[config.mk]
export PLATFORM = sky130hd
export DESIGN_NAME = sram_arbiter_flat
export DESIGN_NICKNAME = d
export VERILOG_FILES = /design/src/rtl/sram_arbiter_if.sv /design/src/rtl/sram_arbiter.sv /design/src/flat_wrapper.sv
export SDC_FILE = /design/constraint.sdc
export NUM_CORES = 1
export LEC_CHECK = 0
export ABC_AREA = 1
export CORE_MARGIN = 4
export CORE_UTILIZATION = 42
export DETAILED_ROUTE_END_ITERATION = 8
export GPL_ROUTABILITY_DRIVEN = 0
export PLACE_DENSITY = 0.83
export SYNTH_ARGS = -nofsm -noshare
export SYNTH_HDL_FRONTEND = slang
export SYNTH_SLANG_ARGS = --single-unit
export TNS_END_PERCENT = 10
[constraint.sdc]
create_clock -name clock_i -period 2.05 [get_ports clock_i]
set_input_delay 0.3075 -clock clock_i [delete_from_list [all_inputs] [get_ports clock_i]]
set_output_delay 0.3075 -clock clock_i [all_outputs]
set_load 0.05 [all_outputs]
[src/rtl/sram_arbiter_if.sv]
// Bundle of the two requester ports and the shared SRAM-style memory port of
// sram_arbiter. Signal suffixes are from the arbiter's point of view.
interface sram_arbiter_if #(
  parameter int ADDR_W = 19,
  parameter int DATA_W = 8
);
  logic              a_req_i;
  logic              a_we_i;
  logic [ADDR_W-1:0] a_addr_i;
  logic [DATA_W-1:0] a_data_i;
  logic [DATA_W-1:0] a_data_o;
  logic              a_ack_o;

  logic              b_req_i;
  logic              b_we_i;
  logic [ADDR_W-1:0] b_addr_i;
  logic [DATA_W-1:0] b_data_i;
  logic [DATA_W-1:0] b_data_o;
  logic              b_ack_o;

  logic [ADDR_W-1:0] mem_addr_o;
  logic [DATA_W-1:0] mem_data_o;
  logic [DATA_W-1:0] mem_data_i;
  logic              mem_cs_o;
  logic              mem_oe_o;
  logic              mem_we_o;

  logic              grant_o;
  logic              busy_o;

  modport slave (
    input  a_req_i, a_we_i, a_addr_i, a_data_i,
    input  b_req_i, b_we_i, b_addr_i, b_data_i,
    input  mem_data_i,
    output a_data_o, a_ack_o, b_data_o, b_ack_o,
    output mem_addr_o, mem_data_o, mem_cs_o, mem_oe_o, mem_we_o,
    output grant_o, busy_o
  );

  modport master (
    output a_req_i, a_we_i, a_addr_i, a_data_i,
    output b_req_i, b_we_i, b_addr_i, b_data_i,
    output mem_data_i,
    input  a_data_o, a_ack_o, b_data_o, b_ack_o,
    input  mem_addr_o, mem_data_o, mem_cs_o, mem_oe_o, mem_we_o,
    input  grant_o, busy_o
  );
endinterface

[src/rtl/sram_arbiter.sv]
// Shares one SRAM-style memory port between requesters A and B with a fixed
// access window. Define ARB_ROUND_ROBIN_EN for round-robin contention, else A has priority.
module sram_arbiter #(
  parameter int ADDR_W        = 19,
  parameter int DATA_W        = 8,
  parameter int ACCESS_CYCLES = 6
) (
  input  logic          clock_i,
  input  logic          reset_i,
  sram_arbiter_if.slave bus
);

  typedef enum logic [1:0] {IDLE, ACCESS, DONE} state_t;

  state_t            state_q, state_d;
  logic [3:0]        count_q, count_d;
  logic              grant_q, grant_d;
  logic [ADDR_W-1:0] memAddr_q, memAddr_d;
  logic [DATA_W-1:0] memData_q, memData_d;
  logic              memCs_q, memCs_d;
  logic              memOe_q, memOe_d;
  logic              memWe_q, memWe_d;
  logic [DATA_W-1:0] aData_q, aData_d;
  logic [DATA_W-1:0] bData_q, bData_d;
  logic              aAck_q, aAck_d;
  logic              bAck_q, bAck_d;
  logic              busy_q, busy_d;
  logic              winner;

`ifdef ARB_ROUND_ROBIN_EN
  // Last port served; resets to B so that A wins the first contention.
  logic rrLast_q, rrLast_d;

  always_ff @(posedge clock_i or posedge reset_i) begin
    if (reset_i) rrLast_q <= 1'b1;
    else         rrLast_q <= rrLast_d;
  end

  assign winner = bus.b_req_i && (!bus.a_req_i || !rrLast_q);
`else
  assign winner = bus.b_req_i && !bus.a_req_i;
`endif

  always_ff @(posedge clock_i or posedge reset_i) begin
    if (reset_i) begin
      state_q   <= IDLE;
      count_q   <= '0;
      grant_q   <= 1'b0;
      memAddr_q <= '0;
      memData_q <= '0;
      memCs_q   <= 1'b0;
      memOe_q   <= 1'b0;
      memWe_q   <= 1'b0;
      aData_q   <= '0;
      bData_q   <= '0;
      aAck_q    <= 1'b0;
      bAck_q    <= 1'b0;
      busy_q    <= 1'b0;
    end else begin
      state_q   <= state_d;
      count_q   <= count_d;
      grant_q   <= grant_d;
      memAddr_q <= memAddr_d;
      memData_q <= memData_d;
      memCs_q   <= memCs_d;
      memOe_q   <= memOe_d;
      memWe_q   <= memWe_d;
      aData_q   <= aData_d;
      bData_q   <= bData_d;
      aAck_q    <= aAck_d;
      bAck_q    <= bAck_d;
      busy_q    <= busy_d;
    end
  end

  // Every output is computed one cycle ahead so it leaves a register.
  always_comb begin
    state_d   = state_q;
    count_d   = count_q;
    grant_d   = grant_q;
    memAddr_d = memAddr_q;
    memData_d = memData_q;
    memCs_d   = 1'b0;
    memOe_d   = 1'b0;
    memWe_d   = 1'b0;
    aData_d   = aData_q;
    bData_d   = bData_q;
    aAck_d    = 1'b0;
    bAck_d    = 1'b0;
    busy_d    = 1'b0;
`ifdef ARB_ROUND_ROBIN_EN
    rrLast_d  = rrLast_q;
`endif
    case (state_q)
      IDLE: begin
        if (bus.a_req_i || bus.b_req_i) begin
          grant_d   = winner;
          memAddr_d = winner ? bus.b_addr_i : bus.a_addr_i;
          memData_d = winner ? bus.b_data_i : bus.a_data_i;
          memWe_d   = winner ? bus.b_we_i : bus.a_we_i;
          memOe_d   = !(winner ? bus.b_we_i : bus.a_we_i);
          memCs_d   = 1'b1;
          count_d   = 4'(ACCESS_CYCLES - 1);
          busy_d    = 1'b1;
          state_d   = ACCESS;
`ifdef ARB_ROUND_ROBIN_EN
          rrLast_d  = winner;
`endif
        end
      end
      ACCESS: begin
        busy_d = 1'b1;
        if (count_q == 4'd0) begin
          state_d = DONE;
          aAck_d  = !grant_q;
          bAck_d  = grant_q;
          if (!memWe_q) begin
            if (grant_q) bData_d = bus.mem_data_i;
            else         aData_d = bus.mem_data_i;
          end
        end else begin
          count_d = count_q - 4'd1;
          memCs_d = 1'b1;
          memWe_d = memWe_q;
          memOe_d = memOe_q;
        end
      end
      DONE: begin
        state_d = IDLE;
      end
      default: begin
        state_d = IDLE;
      end
    endcase
  end

  assign bus.mem_addr_o = memAddr_q;
  assign bus.mem_data_o = memData_q;
  assign bus.mem_cs_o   = memCs_q;
  assign bus.mem_oe_o   = memOe_q;
  assign bus.mem_we_o   = memWe_q;
  assign bus.a_data_o   = aData_q;
  assign bus.b_data_o   = bData_q;
  assign bus.a_ack_o    = aAck_q;
  assign bus.b_ack_o    = bAck_q;
  assign bus.grant_o    = grant_q;
  assign bus.busy_o     = busy_q;

endmodule

[src/flat_wrapper.sv]
// flat-port wrapper written by rule: the top's interface ports become plain ports
module sram_arbiter_flat 
#(
  parameter int ADDR_W        = 19,
  parameter int DATA_W        = 8,
  parameter int ACCESS_CYCLES = 6
)
  (clock_i, reset_i, bus_a_req_i, bus_a_we_i, bus_a_addr_i, bus_a_data_i, bus_b_req_i, bus_b_we_i, bus_b_addr_i, bus_b_data_i, bus_mem_data_i, bus_a_data_o, bus_a_ack_o, bus_b_data_o, bus_b_ack_o, bus_mem_addr_o, bus_mem_data_o, bus_mem_cs_o, bus_mem_oe_o, bus_mem_we_o, bus_grant_o, bus_busy_o);
  sram_arbiter_if #(.ADDR_W(ADDR_W), .DATA_W(DATA_W)) bus_i ();
  input  logic clock_i;
  input  logic reset_i;
  input wire logic [$bits(bus_i.a_req_i)-1:0] bus_a_req_i;
  input wire logic [$bits(bus_i.a_we_i)-1:0] bus_a_we_i;
  input wire logic [$bits(bus_i.a_addr_i)-1:0] bus_a_addr_i;
  input wire logic [$bits(bus_i.a_data_i)-1:0] bus_a_data_i;
  input wire logic [$bits(bus_i.b_req_i)-1:0] bus_b_req_i;
  input wire logic [$bits(bus_i.b_we_i)-1:0] bus_b_we_i;
  input wire logic [$bits(bus_i.b_addr_i)-1:0] bus_b_addr_i;
  input wire logic [$bits(bus_i.b_data_i)-1:0] bus_b_data_i;
  input wire logic [$bits(bus_i.mem_data_i)-1:0] bus_mem_data_i;
  output wire logic [$bits(bus_i.a_data_o)-1:0] bus_a_data_o;
  output wire logic [$bits(bus_i.a_ack_o)-1:0] bus_a_ack_o;
  output wire logic [$bits(bus_i.b_data_o)-1:0] bus_b_data_o;
  output wire logic [$bits(bus_i.b_ack_o)-1:0] bus_b_ack_o;
  output wire logic [$bits(bus_i.mem_addr_o)-1:0] bus_mem_addr_o;
  output wire logic [$bits(bus_i.mem_data_o)-1:0] bus_mem_data_o;
  output wire logic [$bits(bus_i.mem_cs_o)-1:0] bus_mem_cs_o;
  output wire logic [$bits(bus_i.mem_oe_o)-1:0] bus_mem_oe_o;
  output wire logic [$bits(bus_i.mem_we_o)-1:0] bus_mem_we_o;
  output wire logic [$bits(bus_i.grant_o)-1:0] bus_grant_o;
  output wire logic [$bits(bus_i.busy_o)-1:0] bus_busy_o;
  assign bus_i.a_req_i = bus_a_req_i;
  assign bus_i.a_we_i = bus_a_we_i;
  assign bus_i.a_addr_i = bus_a_addr_i;
  assign bus_i.a_data_i = bus_a_data_i;
  assign bus_i.b_req_i = bus_b_req_i;
  assign bus_i.b_we_i = bus_b_we_i;
  assign bus_i.b_addr_i = bus_b_addr_i;
  assign bus_i.b_data_i = bus_b_data_i;
  assign bus_i.mem_data_i = bus_mem_data_i;
  assign bus_a_data_o = bus_i.a_data_o;
  assign bus_a_ack_o = bus_i.a_ack_o;
  assign bus_b_data_o = bus_i.b_data_o;
  assign bus_b_ack_o = bus_i.b_ack_o;
  assign bus_mem_addr_o = bus_i.mem_addr_o;
  assign bus_mem_data_o = bus_i.mem_data_o;
  assign bus_mem_cs_o = bus_i.mem_cs_o;
  assign bus_mem_oe_o = bus_i.mem_oe_o;
  assign bus_mem_we_o = bus_i.mem_we_o;
  assign bus_grant_o = bus_i.grant_o;
  assign bus_busy_o = bus_i.busy_o;
  sram_arbiter #(.ADDR_W(ADDR_W), .DATA_W(DATA_W), .ACCESS_CYCLES(ACCESS_CYCLES)) u_core (.clock_i(clock_i), .reset_i(reset_i), .bus(bus_i));
endmodule
# Word-level counts from Yosys, hierarchy flattened

Index checks and enable logic that the tools add are counted.

Bits of input ports: 68
Latch bits: 0
Flip-flop bits (word level): 56
Logic and storage cells: 55
Output and inout bits: 50
Memory bits (read-only): 0
Memory bits (writable): 0
Memories kept: 0

Reductions and logical operators: 13
Divide/modulo/power cells: 0
Eq/ne operators: 4
Add/subtract/negate cells: 1
Multiply operators: 0
Shift operators: 0
Bitwise operators: 2
Muxes and demuxes: 22
$lt $le $gt $ge: 0

Operator list:

| cell                  | count |
|---|---|
| $mux W19              | 1 |
| $mux W1               | 10 |
| $mux W4               | 2 |
| $mux W8               | 1 |
| $pmux W1 S2           | 4 |
| $pmux W4 S2           | 1 |
| $reduce_and A4 Y1     | 2 |
| $logic_not A4 Y1      | 1 |
| $mux W2               | 2 |
| $ne A2 B1 Y1 const B  | 2 |
| $pmux W2 S2           | 1 |
| $reduce_and A2 Y1     | 2 |
| $sub A4 B1 Y4 const B | 1 |
| $logic_not A1 Y1      | 3 |
| $reduce_and A3 Y1     | 1 |
| $eq A2 B1 Y1 const B  | 1 |
| $logic_not A2 Y1      | 1 |
| $ne A2 B2 Y1 const B  | 1 |
| $not A1 Y1            | 2 |
| $reduce_bool A2 Y1    | 1 |
| $logic_and A1 B1 Y1   | 1 |
| $logic_or A1 B1 Y1    | 1 |

# Longest topological paths before layout

Gate-level depths: netlist of run 1.

Depth in word-level cells: 6
Gate-level depth with buffers: 8
Gate-level depth less buffers: 7

# Worst setup path before layout of run 1

OpenSTA, ideal clock, no wires.

Path type: register to register
Start: register u_core.grant_q (netlist: u_core.bus.grant_o)
End: register u_core.bData_q[0] (netlist: u_core.bus.b_data_o[0])
Arrival: 1,230 ps
Stages on the path, launching flop included: 6
Required time: 1,932 ps
Library setup time: 118 ps
Path buffers: 0
Clock period less this slack: 1,348 ps
Path slack: 702 ps
Cell sequence: dfrtp_1 -> nand3_2 -> nor2_2 -> nand2_2 -> nand2_1 -> nand2_1

Word-level cells in the longest chain between the ends: 1

RTL lines:

| what                        | RTL line           | RTL |
|---|---|---|
| from (decl)                 | sram_arbiter.sv:17 | `logic grant_q, grant_d;` |
| from (signal assigned)      | sram_arbiter.sv:62 | `grant_q <= grant_d;` |
| $reduce_and A4 Y1 (no line) | n/a                |  |
| to (signal assigned)        | sram_arbiter.sv:69 | `bData_q <= bData_d;` |
| to (decl)                   | sram_arbiter.sv:24 | `logic [DATA_W-1:0] bData_q, bData_d;` |

Every way passes these cells.
A chain may end at the register's enable or synchronous reset.

# Worst setup path in the final report of run 1

Start: register u_core.grant_q (netlist: u_core.bus.grant_o)
End: output bus_grant_o

RTL lines:

| what      | RTL line           | RTL |
|---|---|---|
| to (decl) | flat_wrapper.sv:30 | `output wire logic [$bits(bus_i.grant_o)-1:0] bus_grant_o;` |

No word-level cell between the ends.

==> flow_metrics.tcl, run 1 <==
set metrics [dict create \
    status "finished, final reports clean" \
    ir_drop_uv 1040 \
    grtUsageTotal 0.179 \
    synthCells 277 \
    antenna_cells 0 \
    synth.cell_area_sq_mm 0.00274 \
    grt_pass1_wl_mm 11.1 \
    numClockSinks 56 \
    dieArea_sq_mm 0.00787 \
    clk_pin_slew_ns 0.10 \
    cts_made_buffers 5 \
    first_iter_violations 83 \
    io_buffers 117 \
    dp_hpwl_mm 5.39 \
    cp.required_ns 1.74 \
    reg2reg_depth 6 \
    yosys.area_share.simple 0.248 \
    leakagePower_nw 1.74 \
    synth_compound_area_frac 0.176 \
    final.setup.tns_ns 0 \
    grt-ovfl-total 0 \
    fin_crit_ns 1.96 \
    yosys-mux-area-fraction 0 \
    dr.pass1.iters 4 \
    tightest_slew_ns 0.808 \
    cts_buffer_depth 2 \
    root_buffer "clkbuf_8" \
    path_delay_family "buffers and inverters" \
    r2r_end "u_core.bus.b_data_o[0]" \
    synth_seq_cells 56 \
    cts_tree "built" \
    syn-mean-instance-area_sq_um 9.88 \
    final.setup_skew_ns 0.00484 \
    area_growth_pct 48.3 \
    cp_data_arrival_time_ns 1.65 \
    viasPerCell 4.96 \
    critPathCaptureType "primary output" \
    fmax_mhz 511 \
    cts_setup_buffers 0 \
    yosys.cell_types.count 27 \
    synth_edf_count 0 \
    holdWs_ns 0.315 \
    clk_latency_ns 0.31 \
    coreArea_sq_mm 0.00635 \
    rows 29 \
    die_w_microns 88.7 \
    critical_path_class "flop to primary output" \
    rsz0062_at_grt "no" \
    grt_max_degree 30 \
    synth_xor_area_frac 0.00320 \
    cts_hold_buf 0 \
    hold_path.class "primary input to asynchronous set/reset pin" \
    start_util 0.431 \
    die_y_microns 88.7 \
    hold_viol_final 0 \
    io_pins 118 \
    finalMaxSlewViolations 0 \
    nets 464 \
    ctsResizeCount 0 \
    antenna_found_initial 0 \
    fillers 502 \
    cpPeakStageDelay_ns 0.85 \
    maxCapViolations 0 \
    slowest_stage "clkdlybuf4s50_1" \
    reg2reg_slack_ns 0.55 \
    r2r-start "u_core.count_q[0]" \
    seq_area_frac_synth 0.512 \
    layout-drive-gt1-share 0.210 \
    slew_headroom 0.461 \
    cp_cell_sequence "clkdlybuf4s50_1" \
    synth_top_family_by_area "simple AND/OR/NAND/NOR gates" \
    fin_crit_sh 0.955 \
    vias 2346 \
    crit_fanout 6 \
    synthAdderAreaFrac 0.00457 \
    start_kind "flop" \
    ys.flop_type "dfrtp_1" \
    drcViolationCount 0 \
    ys_warn_count 0 \
    drtAntennaViolNets 0 \
    pwr_density_cell_mw_per_mm2 1710 \
    setup_viol_count_final 0 \
    wire_per_inst_microns 14.7 \
    routed_wl_mm 6.93 \
    critPathBufInv 1 \
    async_reset_ff_frac 1.00 \
    grt_pass1_vias 2372 \
    htree_levels 2 \
    syn_nets 346 \
]
cells in the mapped netlist, types with 3 or more instances:
library cell	number	area share
nor2_1	24	0.033
nor2_4	10	0.041
inv_1	5	0.0069
inv_2	4	0.0055
nor2_2	3	0.0069
o21ai_1	10	0.018
o21ai_2	41	0.13
buf_6	6	0.025
nand3_1	10	0.018
o21ai_0	11	0.020
nand2_1	77	0.11
nand2_2	3	0.0069
dfrtp_1	56	0.51
layer usage:
layer / track usage / routed length (microns)
met5: 0 / 0
met2: 0.316 / 3480
met1: 0.222 / 2840
met3: 0.0372 / 504
met4: 0.0481 / 104
sequential cells by signal (all words and copies together), names as in the netlist, 2 cells and up:
| signal | flops |
|---|---|
| u_core.bus.mem_addr_o | 19 |
| u_core.bus.a_data_o | 8 |
| u_core.bus.b_data_o | 8 |
| u_core.bus.mem_data_o | 8 |
| u_core.count_q | 4 |
| u_core.state_q | 2 |
cell families (layout without fill, tap and decap cells):
family / Yosys count / count (layout)
adder cells (fa/ha/maj): 1 / 1
buffers and inverters: 21 / 140
AO/OA/AOI/OAI: 63 / 63
XOR/XNOR: 1 / 1
AND/OR/NAND/NOR: 135 / 135
flip-flops: 56 / 56
worst max-delay path by stage:
stage | startpoint | end | cells after the start | slack, ns
final | u_core.bus.grant_o | bus_grant_o | 1 | 0.09
after global routing | u_core.bus.grant_o | bus_grant_o | 1 | 0.04
after CTS | u_core.bus.grant_o | bus_grant_o | 1 | 0.09
after detailed placement | bus_a_req_i | u_core.bus.mem_oe_o | 6 | 0.08
after global placement | bus_a_req_i | u_core.bus.mem_we_o | 7 | 0.10
after floorplan | reset_i | u_core.bus.a_ack_o | 1 | 0.37
layout by cell type (no fill, tap or decap), drive strengths merged:
cell type / count
clkdlybuf4s50: 117
nand2: 82
o21ai: 63
dfrtp: 56
nor2: 38
nand3: 11
inv: 10
clkbuf: 5
buf: 5
nor3: 2
nand3b: 1
xor2: 1
nand4: 1
ha: 1
bufinv: 1
clkinvlp: 1
clkinv: 1
stage by stage:
stage / power [mW] / cell area (sq um) / worst slack (ns) / instances / utilization
final: 6.95 / 4060 / 0.0916 / 473 / 0.639
after global routing: 7.32 / 4060 / 0.0425 / 473 / 0.639
after CTS: 7.01 / 4060 / 0.0853 / 473 / 0.639
after detailed placement: 6.29 / 3950 / 0.0831 / 465 / 0.622
after global placement: 6.19 / 3950 / 0.100 / 465 / 0.622
after floorplan: 4.89 / 2740 / 0.371 / 277 / -
report_power, final:
group	total [mW]	internal [mW]	switching [mW]	leakage (nW)
Sequential	1.94	1.63	0.314	0.675
Clock	0.720	0.362	0.358	0.0541
Combinational	4.29	1.42	2.87	1.01
area by class of cell:
cell class / instances / area (sq um) / area share
sequential: 56 / 1400 / 0.345
clock inverter: 3 / 42.5 / 0.0105
timing repair buffer: 122 / 1220 / 0.301
clock buffer: 5 / 68.8 / 0.0170
multi-input combinational: 200 / 1190 / 0.292
tap: 77 / 96.3 / 0.0237
inverter: 10 / 42.5 / 0.0105
Note: power is estimated with default switching activity, not from simulation.
==> inputs of run 2 (changes only) <==
--- a/config.mk
+++ b/config.mk
@@ -7,10 +7,10 @@
 export LEC_CHECK = 0
 export ABC_AREA = 1
 export CORE_MARGIN = 4
-export CORE_UTILIZATION = 42
+export CORE_UTILIZATION = 46
 export DETAILED_ROUTE_END_ITERATION = 8
 export GPL_ROUTABILITY_DRIVEN = 0
-export PLACE_DENSITY = 0.83
+export PLACE_DENSITY = 0.89
 export SYNTH_ARGS = -nofsm -noshare
 export SYNTH_HDL_FRONTEND = slang
 export SYNTH_SLANG_ARGS = --single-unit
==> constraint.sdc (replaced) <==
create_clock -name clock_i -period 2.3 [get_ports clock_i]
set_input_delay 0.345 -clock clock_i [delete_from_list [all_inputs] [get_ports clock_i]]
set_output_delay 0.345 -clock clock_i [all_outputs]
set_load 0.05 [all_outputs]
==> flow_metrics.tcl, run 2 (synthesis results as in run 1) <==
set metrics [dict create \
    status "finished, final reports clean" \
    setup_viol_count_final 0 \
    dr.pass1.iters 4 \
    slowest_stage "clkdlybuf4s50_1" \
    cts_hold_buf 0 \
    clk_pin_slew_ns 0.10 \
    crit_fanout 6 \
    dieArea_sq_mm 0.00725 \
    cp_cell_sequence "clkdlybuf4s50_1" \
    ir_drop_uv 936 \
    start_util 0.485 \
    root_buffer "clkbuf_8" \
    wire_per_inst_microns 14.8 \
    slew_headroom 0.631 \
    fin_crit_ns 1.97 \
    finalMaxSlewViolations 0 \
    holdWs_ns 0.364 \
    grt-ovfl-total 0 \
    drtAntennaViolNets 0 \
    start_kind "flop" \
    area_growth_pct 48.5 \
    die_y_microns 85.1 \
    rows 27 \
    maxCapViolations 0 \
    hold_viol_final 0 \
    final.setup_skew_ns 0.00779 \
    critical_path_class "flop to primary output" \
    grt_pass1_vias 2409 \
    coreArea_sq_mm 0.00564 \
    first_iter_violations 91 \
    critPathBufInv 1 \
    path_delay_family "buffers and inverters" \
    pwr_density_cell_mw_per_mm2 1530 \
    cp_data_arrival_time_ns 1.63 \
    fin_crit_sh 0.857 \
    critPathCaptureType "primary output" \
    routed_wl_mm 6.94 \
    final_common_cell "clkdlybuf4s50_1" \
    largest_register_ffs 19 \
    cts_buffer_depth 2 \
    cts_setup_buffers 0 \
    layout-drive-gt1-share 0.210 \
    htree_levels 2 \
    nets 464 \
    leakagePower_nw 1.75 \
    hold_path.class "primary input to asynchronous set/reset pin" \
    cts_tree "built" \
    grt_pass1_wl_mm 11.3 \
    io_buffers 117 \
    vias 2358 \
    drcViolationCount 0 \
    numClockSinks 56 \
    crit_start "u_core.bus.grant_o" \
    fmax_mhz 507 \
    die_w_microns 85.1 \
    dp_hpwl_mm 5.33 \
    viasPerCell 5.04 \
    grtUsageTotal 0.192 \
    clk_latency_ns 0.30 \
    final_cell_mix "clkdlybuf4s50_1 (117), nand2_1 (77), dfrtp_1 (56)" \
    r2r-start "u_core.count_q[0]" \
    grt_max_degree 36 \
    cts_made_buffers 5 \
    tightest_slew_ns 0.552 \
    cpPeakStageDelay_ns 0.85 \
    antenna_cells 0 \
    final.setup.tns_ns 0 \
    fillers 405 \
    ctsResizeCount 0 \
    io_pins 118 \
    cp.required_ns 1.96 \
    rsz0062_at_grt "no" \
    antenna_found_initial 0 \
]
[run 2: changes by cell type in the layout (fill, tap and decap cells not counted)]
cell and change:
buf_12 +1, buf_4 -1
[run 2: metrics by stage]
stage	cell area [sq um]	power, mW	setup WS (ns)	std cells	utilization
finish	4070	6.20	0.329	468	0.721
global placement	3950	5.49	0.534	460	0.701
CTS	4070	6.24	0.317	468	0.721
floorplan	2740	4.36	0.584	277	-
global route	4070	6.53	0.282	468	0.721
detailed placement	3950	5.59	0.437	460	0.701
[run 2: path summary, 6_finish.rpt]
check / to / slack (ns) / depth (start not counted)
max: bus_grant_o / 0.33 / 1
min: u_core.bus.a_data_o[2] / 0.36 / 2
max reg2reg: u_core.bus.a_data_o[3] / 0.79 / 7
min reg2reg: u_core.bus.a_data_o[2] / 0.48 / 2
max in group asynchronous: u_core.bus.mem_addr_o[2] / 1.39 / 3
min in group clock_i: u_core.bus.a_data_o[2] / 0.48 / 2
[run 2: final cells by class]
type                            count  area [sq um]  share of cell area
Inverter                           10          42.5              0.0105
Clock inverter                      3          42.5              0.0105
Clock buffer                        5          68.8              0.0169
Sequential cell                    56          1400               0.345
Timing Repair Buffer              122          1230               0.303
Tap cell                           72          90.1              0.0222
Multi-Input combinational cell    200          1190               0.292
[run 2: power by group]
part           switching (mW)  internal [mW]
logic                    2.56           1.27
clock network           0.313          0.323
registers               0.283           1.45
[run 2: metal layers]
| layer | vias up | GRT usage | wire length (microns) |
|---|---|---|---|
| li1 | 1135 | - | - |
| met1 | 1118 | 0.215 | 2630 |
| met2 | 92 | 0.357 | 3680 |
| met3 | 13 | 0.0398 | 481 |
| met4 | 0 | 0.0662 | 160 |
| met5 | - | 0 | 0 |
